===== src/rtl/ntt_pkg.sv =====
// Shared constants, bank-state encoding and index helper for the NTT
// coefficient loader.
package ntt_pkg;

  localparam int NTT_N     = 16;
  localparam int NTT_W     = 8;
  localparam int NTT_LOG2N = 4;

  typedef enum logic [1:0] {
    EMPTY   = 2'd0,
    FILLING = 2'd1,
    FULL    = 2'd2
  } bank_state_t;

  // Reverse the low nbits bits of idx; higher bits of the result are zero.
  function automatic logic [31:0] bitrev(input logic [31:0] idx, input int nbits);
    logic [31:0] r;
    r = 32'd0;
    for (int i = 0; i < 32; i++) begin
      if (i < nbits) begin
        r[nbits - 1 - i] = idx[i];
      end
    end
    return r;
  endfunction

endpackage


===== src/rtl/ntt_coeff_loader_if.sv =====
// Coefficient stream in, parallel frame out. The loader connects through
// the slave modport; the coefficient source / frame sink uses master.
interface ntt_coeff_loader_if
  import ntt_pkg::*;
#(
  parameter int N = NTT_N,
  parameter int W = NTT_W
);

  logic           in_valid;
  logic           in_ready;
  logic [W-1:0]   in_data;
  logic           in_first;
  logic           frame_valid;
  logic           frame_ready;
  logic [N*W-1:0] frame_data;

  modport master (
    output in_valid, in_data, in_first, frame_ready,
    input  in_ready, frame_valid, frame_data
  );

  modport slave (
    input  in_valid, in_data, in_first, frame_ready,
    output in_ready, frame_valid, frame_data
  );

endinterface


===== src/rtl/ntt_coeff_bank.sv =====
// One N x W coefficient register bank: single write port, full flat read-out.
// Contents are intentionally not reset; validity is tracked by the loader.
module ntt_coeff_bank
  import ntt_pkg::*;
#(
  parameter int N = NTT_N,
  parameter int W = NTT_W
) (
  input  logic                 clk,
  input  logic                 we,
  input  logic [$clog2(N)-1:0] widx,
  input  logic [W-1:0]         wdata,
  output logic [N*W-1:0]       rdata
);

  logic [N*W-1:0] data_r;

  // Write one coefficient slot when enabled.
  always_ff @(posedge clk) begin
    if (we) begin
      data_r[widx*W +: W] <= wdata;
    end
  end

  assign rdata = data_r;

endmodule


===== src/rtl/ntt_coeff_loader.sv =====
// Ping-pong frame assembler feeding the 16-point NTT core. Coefficients are
// reduced mod q on entry and collected into two alternating banks; a full
// bank is presented on frame_data until consumed.
// Optional build macro NTT_LOADER_BITREV_EN: write coefficients at the
// bit-reversed index (iterative butterfly core) instead of natural order.
module ntt_coeff_loader
  import ntt_pkg::*;
#(
  parameter int N = NTT_N,
  parameter int W = NTT_W
) (
  input  logic                 clk,
  input  logic                 rst,
  input  logic [W-1:0]         q,
  ntt_coeff_loader_if.slave    bus,
  output logic                 err
);

  localparam int LOG2N = $clog2(N);

  bank_state_t      st_r     [2];
  bank_state_t      st_nxt_s [2];
  logic             wr_sel_r, wr_sel_nxt_s;
  logic             rd_sel_r, rd_sel_nxt_s;
  logic [LOG2N-1:0] wr_cnt_r, wr_cnt_nxt_s;
  logic             err_r, err_nxt_s;
  logic             in_ready_r;
  logic             frame_valid_r;

  logic             accept_s;
  logic             consume_s;
  logic [LOG2N-1:0] seq_s;
  logic [LOG2N-1:0] wr_idx_s;
  logic [W-1:0]     red_s;
  logic [1:0]       we_s;
  logic [N*W-1:0]   rdata_s [2];

  // Handshakes, reduction, write index and next bank/pointer state.
  always_comb begin
    accept_s  = bus.in_valid && in_ready_r;
    consume_s = frame_valid_r && bus.frame_ready;
    red_s     = bus.in_data % q;
    // in_first always restarts the sequence at index 0.
    seq_s     = bus.in_first ? {LOG2N{1'b0}} : wr_cnt_r;
`ifdef NTT_LOADER_BITREV_EN
    wr_idx_s  = LOG2N'(bitrev(32'(seq_s), LOG2N));
`else
    wr_idx_s  = seq_s;
`endif
    we_s[0]   = accept_s && !wr_sel_r;
    we_s[1]   = accept_s &&  wr_sel_r;

    st_nxt_s     = st_r;
    wr_sel_nxt_s = wr_sel_r;
    rd_sel_nxt_s = rd_sel_r;
    wr_cnt_nxt_s = wr_cnt_r;
    err_nxt_s    = err_r;

    // A consume only ever touches a FULL bank, an accept only a non-FULL
    // one, so both may update different banks in the same cycle.
    if (consume_s) begin
      st_nxt_s[rd_sel_r] = EMPTY;
      rd_sel_nxt_s       = ~rd_sel_r;
    end else begin
      rd_sel_nxt_s = rd_sel_r;
    end

    if (accept_s) begin
      wr_cnt_nxt_s = seq_s + LOG2N'(1);
      if (seq_s == LOG2N'(N - 1)) begin
        st_nxt_s[wr_sel_r] = FULL;
        wr_sel_nxt_s       = ~wr_sel_r;
      end else begin
        st_nxt_s[wr_sel_r] = FILLING;
      end
      if (bus.in_first && (wr_cnt_r != {LOG2N{1'b0}})) begin
        err_nxt_s = 1'b1;
      end else begin
        err_nxt_s = err_r;
      end
    end else begin
      wr_cnt_nxt_s = wr_cnt_r;
    end
  end

  // Register bank states, pointers, sticky error and the handshake outputs.
  always_ff @(posedge clk) begin
    if (rst) begin
      st_r[0]       <= EMPTY;
      st_r[1]       <= EMPTY;
      wr_sel_r      <= 1'b0;
      rd_sel_r      <= 1'b0;
      wr_cnt_r      <= {LOG2N{1'b0}};
      err_r         <= 1'b0;
      in_ready_r    <= 1'b1;
      frame_valid_r <= 1'b0;
    end else begin
      st_r          <= st_nxt_s;
      wr_sel_r      <= wr_sel_nxt_s;
      rd_sel_r      <= rd_sel_nxt_s;
      wr_cnt_r      <= wr_cnt_nxt_s;
      err_r         <= err_nxt_s;
      in_ready_r    <= (st_nxt_s[wr_sel_nxt_s] != FULL);
      frame_valid_r <= (st_nxt_s[rd_sel_nxt_s] == FULL);
    end
  end

  ntt_coeff_bank #(.N(N), .W(W)) u_bank0 (
    .clk   (clk),
    .we    (we_s[0]),
    .widx  (wr_idx_s),
    .wdata (red_s),
    .rdata (rdata_s[0])
  );

  ntt_coeff_bank #(.N(N), .W(W)) u_bank1 (
    .clk   (clk),
    .we    (we_s[1]),
    .widx  (wr_idx_s),
    .wdata (red_s),
    .rdata (rdata_s[1])
  );

  assign bus.in_ready    = in_ready_r;
  assign bus.frame_valid = frame_valid_r;
  assign bus.frame_data  = rd_sel_r ? rdata_s[1] : rdata_s[0];
  assign err             = err_r;

endmodule


===== src/flat_wrapper.sv =====
// flat-port wrapper written by rule: the top's interface ports become plain ports
module ntt_coeff_loader_flat import ntt_pkg::*;
#(
  parameter int N = NTT_N,
  parameter int W = NTT_W
)
  (clk, rst, q, err, bus_in_valid, bus_in_data, bus_in_first, bus_frame_ready, bus_in_ready, bus_frame_valid, bus_frame_data);
  ntt_coeff_loader_if #(.N(N), .W(W)) bus_i ();
  input  logic clk;
  input  logic rst;
  input  logic [W-1:0] q;
  output logic err;
  input wire logic [$bits(bus_i.in_valid)-1:0] bus_in_valid;
  input wire logic [$bits(bus_i.in_data)-1:0] bus_in_data;
  input wire logic [$bits(bus_i.in_first)-1:0] bus_in_first;
  input wire logic [$bits(bus_i.frame_ready)-1:0] bus_frame_ready;
  output wire logic [$bits(bus_i.in_ready)-1:0] bus_in_ready;
  output wire logic [$bits(bus_i.frame_valid)-1:0] bus_frame_valid;
  output wire logic [$bits(bus_i.frame_data)-1:0] bus_frame_data;
  assign bus_i.in_valid = bus_in_valid;
  assign bus_i.in_data = bus_in_data;
  assign bus_i.in_first = bus_in_first;
  assign bus_i.frame_ready = bus_frame_ready;
  assign bus_in_ready = bus_i.in_ready;
  assign bus_frame_valid = bus_i.frame_valid;
  assign bus_frame_data = bus_i.frame_data;
  ntt_coeff_loader #(.N(N), .W(W)) u_core (.clk(clk), .rst(rst), .q(q), .bus(bus_i), .err(err));
endmodule

===== config.mk =====
export PLATFORM = sky130hd
export DESIGN_NAME = ntt_coeff_loader_flat
export DESIGN_NICKNAME = d
export VERILOG_FILES = /design/src/rtl/ntt_pkg.sv /design/src/rtl/ntt_coeff_loader_if.sv /design/src/rtl/ntt_coeff_bank.sv /design/src/rtl/ntt_coeff_loader.sv /design/src/flat_wrapper.sv
export SDC_FILE = /design/constraint.sdc
export NUM_CORES = 1
export LEC_CHECK = 0
export ABC_AREA = 1
export CAP_MARGIN = 40
export CORE_UTILIZATION = 28
export DETAILED_ROUTE_END_ITERATION = 16
export GPL_TIMING_DRIVEN = 0
export PLACE_DENSITY = 0.57
export SETUP_SLACK_MARGIN = 0.02
export SLEW_MARGIN = 40
export SYNTH_ARGS = -nofsm -noshare
export SYNTH_HDL_FRONTEND = slang
export SYNTH_SLANG_ARGS = --single-unit
export TNS_END_PERCENT = 10

===== constraint.sdc =====
create_clock -name clk -period 15.2 [get_ports clk]
set_input_delay 3.8 -clock clk [delete_from_list [all_inputs] [get_ports clk]]
set_output_delay 3.8 -clock clk [all_outputs]
set_load 0.03 [all_outputs]

==> run metrics, run 1 <==
share of layout cells above drive strength 1 0.0737; Clk pwr share 0.353; setup repair after global routing missed its margin no; gpl congestion 0.864; Crit-path slowest cell clkdlybuf4s50_1; Synth area leader edfxtp_1; Overflow after GRT 0; port bufs 150; cell area after layout 16000 µm²; highest achievable clock rate 72.0 MHz; net switching share of the total power 0.285; proportion of netlist area held by the largest area contributor 0.593; number of max-slew violations in the final report 0; share of synthesized flip-flops with an asynchronous set or reset 0; post-synthesis area per instance 9.61 µm²; Post-Syn Nets 1411; number of detailed-routing iterations run before antenna repair 5; post-route setup TNS 0 ns; CTS tree yes; count of nets after finishing 1590; synthesized netlist cell count 1348; relative slew slack 0.446; Worst path max stage delay 0.55 ns; Int Pwr 1.24 mW; Core Footprint 45500 µm²; post-CTS repair timing setup buffer count 0; maximum buffer depth of the clock tree 3; detail-routed net length per standard cell 16.8 µm; reported net switching power 493 µW; final wirelength 36000 µm; synthesis-to-finish area growth 23.8%; classification of the worst setup path input port to flip-flop; global-route wire length before repair 54100 µm; overall die width 217 µm; number of hold violations in the final report 0; Tightest Hold Check Type flip-flop to flip-flop; Sequential Power Share 0.468; cell area power density 108 nW/µm²; actual slew at the worst max-slew pin 0.829 ns; Worst Clk Skew 0.00807 ns; H-Tree Depth 1; IR Drop Worst-Case VDD 0.0878 mV; Post-synth EDFFs 256; share of total power in combinational logic 0.178; vias 9736; initial antenna violation count 0; via count of the first global-routing pass 9316; final-report setup violation count 0; Reg clk slew, reported paths 0.06 ns; layout filler cell count 4666; most used cells in the layout excluding fill and tap cells 522 x nand2_1, 256 x edfxtp_1, 186 x nor2_1; Warnings, synthesis 0; reg-to-reg setup timing slack 11.73 ns; Final HPWL DP 26900 µm; Vias/cell 4.54; fin crit period 13.89 ns; Initial Utilization 0.285; Synth area leaders edfxtp_1 59%, nand2_1 15%, nor2_1 5.5%, ha_1 4.0%, inv_1 2.1%; share of synthesized area occupied by flip-flops and latches 0.614; most common cell after layout, fill and taps aside nand2_1; number of DRC markers after the initial detailed-route iteration 809; cell area after technology mapping 13000 µm²; DRC violations left 0; data arrival time of the worst path 14.26 ns; Overall Global Routing Usage 0.151; DIE AREA 47100 µm²; run status complete, no violations; max-capacitance violation count 0; maximum number of pins on one net before global-route repair 14; crit path max fanout 10; critical path data required time 15.57 ns; nature of the critical path endpoint flip-flop; Top Ports 152; part of the cycle the worst path needs 0.914; total clock buffers created by CTS 27; leakage power figure 6.37 nW; clock tree root driver cell clkbuf_16; Crit path top cell by count nand2_1; count of distinct cell types in the synthesized netlist 46; number of resized instances in the post-cts repair step 0; Post-DRT Antenna Nets 0; prevailing post-synth register cell edfxtp_1; ant diodes 0; Cell Area, Placed 15200 µm²; top cell family by delay on the critical path simple AND/OR/NAND/NOR gates; Bufs and invs on worst path 11; clock tree sinks 269; worst-skew pair later-pin latency 0.54 ns; quantity of hold-fixing buffers added after cts 0; Std-Cell Rows 78; sort of element at the start of the critical path input port; Die Ht 217 µm; number of synthesized register bits 269
-- power groups by stage --
stage                     logic, mW  registers, mW  clock network (mW)
after CTS                     0.309          0.811               0.618
after detailed placement      0.308          0.826                   0
after floorplan               0.199          0.826                   0
after global placement        0.305          0.826                   0
final                         0.309          0.811               0.612
after global routing          0.340          0.811               0.649
-- worst register-to-register path, cell delays in order, from the launching register on --
cell	delay (ns)
dfxtp_1	0.40
inv_1	0.12
nor2_4	0.19
inv_1	0.17
ha_1	0.32
clkbuf_1	0.20
nor2_2	0.47
inv_1	0.11
nor2_1	0.15
nand2_1	0.31
nor2_1	0.67
-- logic make-up (layout without fill, tap and decap cells) --
kind of cell,Yosys count,in the layout,synth area share
xor gates and xnor gates,17,17,0.0115
adders and majority gates,42,42,0.0411
buffers and inverters,132,330,0.0387
AOI/OAI and AO/OA,64,64,0.0317
and+or+nand+nor,824,824,0.263
DFF,269,269,0.614
-- path summary, 6_finish.rpt --
check	start	end	cells after the start
max reg2reg	u_core.wr_cnt_r[0]$_SDFFE_PP0P_	u_core.u_bank0.rdata[93]$_DFFE_PP_	10
min reg2reg	u_core.err$_SDFFE_PP0P_	u_core.err$_SDFFE_PP0P_	2
min	u_core.err$_SDFFE_PP0P_	u_core.err$_SDFFE_PP0P_	2
max	q[0]	u_core.u_bank1.rdata[62]$_DFFE_PP_	62
-- area by class of cell --
cell class                 count  area, µm²  share of cell area
sequential                   269       7950               0.496
multi-input combinational    947       4540               0.283
timing repair buffer         150       1500              0.0936
tap                          600        751              0.0468
clock buffer                  34        702              0.0438
inverter                      90        340              0.0212
buffer                        42        161              0.0101
clock inverter                14       93.8             0.00585
-- metrics by stage --
step                 util  hold WS, ns  std cells  power [mW]  setup WS, ns
CTS                 0.352        0.487       2146        1.74          1.19
floorplan               -        0.458       1348        1.03          2.91
global route        0.353        0.505       2146        1.80        0.0463
detailed placement  0.335        0.474       2098        1.13         0.654
global placement    0.334        0.461       2098        1.13         0.305
finish              0.353        0.481       2146        1.73          1.31
-- synth_stat cells (all sizes together), types with 3 or more instances --
library cell  number
dfxtp             13
xnor2              6
o21bai             5
o21ai             23
nand2            532
xor2              11
a21oi             24
nor2             198
o21a               3
nand3             53
nand4              9
ha                41
edfxtp           256
buf                5
nor3              14
clkbuf            37
and2               5
or2                9
inv               89
-- flip-flops by register name, summed over array words and instances, names as in the netlist --
register	cells
u_core.bus.frame_valid	1
u_core.err	1
u_core.u_bank1.rdata	128
u_core.wr_sel_r	1
u_core.wr_cnt_r	4
u_core.u_bank0.rdata	128
u_core.st_r	4
u_core.bus.in_ready	1
u_core.rd_sel_r	1
-- routing by layer --
layer / track usage / wire, µm
met1: 0.199 / 15600
met2: 0.262 / 17500
met3: 0.0222 / 2310
met4: 0.0310 / 536
met5: 0 / 0
Power figures use the tool's default switching activity.
==> inputs of run 2 (changes only) <==
--- a/config.mk
+++ b/config.mk
@@ -7,12 +7,12 @@
 export LEC_CHECK = 0
 export ABC_AREA = 1
 export CAP_MARGIN = 40
-export CORE_UTILIZATION = 28
+export CORE_UTILIZATION = 30
 export DETAILED_ROUTE_END_ITERATION = 16
 export GPL_TIMING_DRIVEN = 0
-export PLACE_DENSITY = 0.57
+export MAX_ROUTING_LAYER = met4
+export PLACE_DENSITY = 0.59
 export SETUP_SLACK_MARGIN = 0.02
-export SLEW_MARGIN = 40
 export SYNTH_ARGS = -nofsm -noshare
 export SYNTH_HDL_FRONTEND = slang
 export SYNTH_SLANG_ARGS = --single-unit
==> run 2 against run 1 <==
Against the previous run: hold slack improved by 0.0019 ns; routed wire length fell by 1.3%; largest power group unchanged; clock power fell by 1%.
==> run metrics, run 2 (synthesis results as in run 1) <==
run status complete, no violations; hold path start u_core.wr_cnt_r[3]$_SDFFE_PP0P_; cell area power density 108 nW/µm²; highest achievable clock rate 71.2 MHz; vias 9779; Bufs and invs on worst path 12; worst setup path start q[0]; Crit path top cell by count nand2_1; Worst Clk Skew 0.00788 ns; Post-DRT Antenna Nets 0; classification of the worst setup path input port to flip-flop; count of nets after finishing 1591; Core Footprint 42200 µm²; ant diodes 0; fin crit period 14.05 ns; maximum number of pins on one net before global-route repair 16; number of resized instances in the post-cts repair step 0; post-route total power 1.72 mW; clock tree sinks 269; clock tree root driver cell clkbuf_16; detail-routed net length per standard cell 17.0 µm; quantity of hold-fixing buffers added after cts 0; synthesis-to-finish area growth 22.9%; Initial Utilization 0.307; gpl congestion 0.892; Crit-path slowest cell clkdlybuf4s50_1; Reg clk slew, reported paths 0.06 ns; CTS tree yes; Die Ht 210 µm; Tightest Hold Check Type flip-flop to flip-flop; crit path max fanout 10; final core area utilization 0.377; DRC violations left 0; post-CTS repair timing setup buffer count 0; most common cell after layout, fill and taps aside nand2_1; overall die width 210 µm; relative slew slack 0.452; most used cells in the layout excluding fill and tap cells 522 x nand2_1, 256 x edfxtp_1, 190 x nor2_1; H-Tree Depth 1; number of hold violations in the final report 0; share of layout cells above drive strength 1 0.0699; critical path data required time 15.55 ns; number of max-slew violations in the final report 0; max-capacitance violation count 0; Overflow after GRT 0; reg2reg start u_core.wr_cnt_r[0]$_SDFFE_PP0P_; post-route setup TNS 0 ns; sort of element at the start of the critical path input port; Vias/cell 4.69; Cell Area, Placed 15100 µm²; Overall Global Routing Usage 0.164; Worst path max stage delay 0.59 ns; setup repair after global routing missed its margin no; final wirelength 35500 µm; actual slew at the worst max-slew pin 0.819 ns; IR Drop Worst-Case VDD 0.0654 mV; leakage power figure 6.36 nW; total clock buffers created by CTS 25; number of DRC markers after the initial detailed-route iteration 671; final-report setup violation count 0; initial antenna violation count 0; top cell family by delay on the critical path simple AND/OR/NAND/NOR gates; maximum buffer depth of the clock tree 3; Top Ports 152; Final HPWL DP 26500 µm; DIE AREA 44000 µm²; port bufs 150; global-route wire length before repair 53400 µm; nature of the critical path endpoint flip-flop; via count of the first global-routing pass 9321; Std-Cell Rows 75; worst-skew pair later-pin latency 0.52 ns; part of the cycle the worst path needs 0.924; cell area after layout 15900 µm²; number of detailed-routing iterations run before antenna repair 5; data arrival time of the worst path 14.40 ns
run 2: cell count changes in the layout (fill, tap and decap cells not counted), sizes merged:
cell      delta
inv          -1
clkinv       -5
buf          +3
bufinv       +1
clkinvlp     +2
run 2: power breakdown:
group	leakage (nW)	total [mW]	internal, mW	switching [mW]
combinational	3.51	0.310	0.0872	0.223
sequential	2.48	0.810	0.809	0.00124
clock	0.364	0.603	0.339	0.265
run 2: worst paths after layout:
check                                                           to  slack, ns  cells past startpoint
worst max register to register  u_core.u_bank1.rdata[25]$_DFFE_PP_      11.74                     10
worst max-delay path            u_core.u_bank0.rdata[80]$_DFFE_PP_       1.15                     65
worst min register to register     u_core.wr_cnt_r[3]$_SDFFE_PP0P_       0.48                      2
worst min-delay path               u_core.wr_cnt_r[3]$_SDFFE_PP0P_       0.48                      2
run 2: layout make-up:
class	count	area, µm²
Tap cell	539	674
Multi-Input combinational cell	947	4500
Clock buffer	34	659
Inverter	90	340
Clock inverter	11	113
Fill cell	4171	26300
Buffer	42	161
Timing Repair Buffer	153	1520
Sequential cell	269	7950
run 2: worst reg2reg max path, cell delays in order (launching register included):
cell and delay [ns]:
dfxtp_1 0.40, inv_1 0.12, nor2_4 0.20, inv_1 0.17, ha_1 0.32, clkbuf_1 0.20
nor2_2 0.46, inv_1 0.12, nor2_1 0.14, nand2_1 0.27, nor2_1 0.71
run 2: layer usage:
layer	vias up	routed length (µm)	track usage
li1	4798	-	-
met1	4611	15100	0.206
met2	309	17300	0.276
met3	61	2060	0.0215
met4	0	1060	0.0513
met5	-	0	-
run 2: per-stage QoR:
stage | hold WS, ns | setup slack [ns] | std cells
finish | 0.483 | 1.15 | 2085
global route | 0.501 | 0.0418 | 2085
CTS | 0.480 | 1.13 | 2085
detailed placement | 0.472 | 0.620 | 2040
global placement | 0.460 | 0.311 | 2037
floorplan | 0.458 | 2.91 | 1348
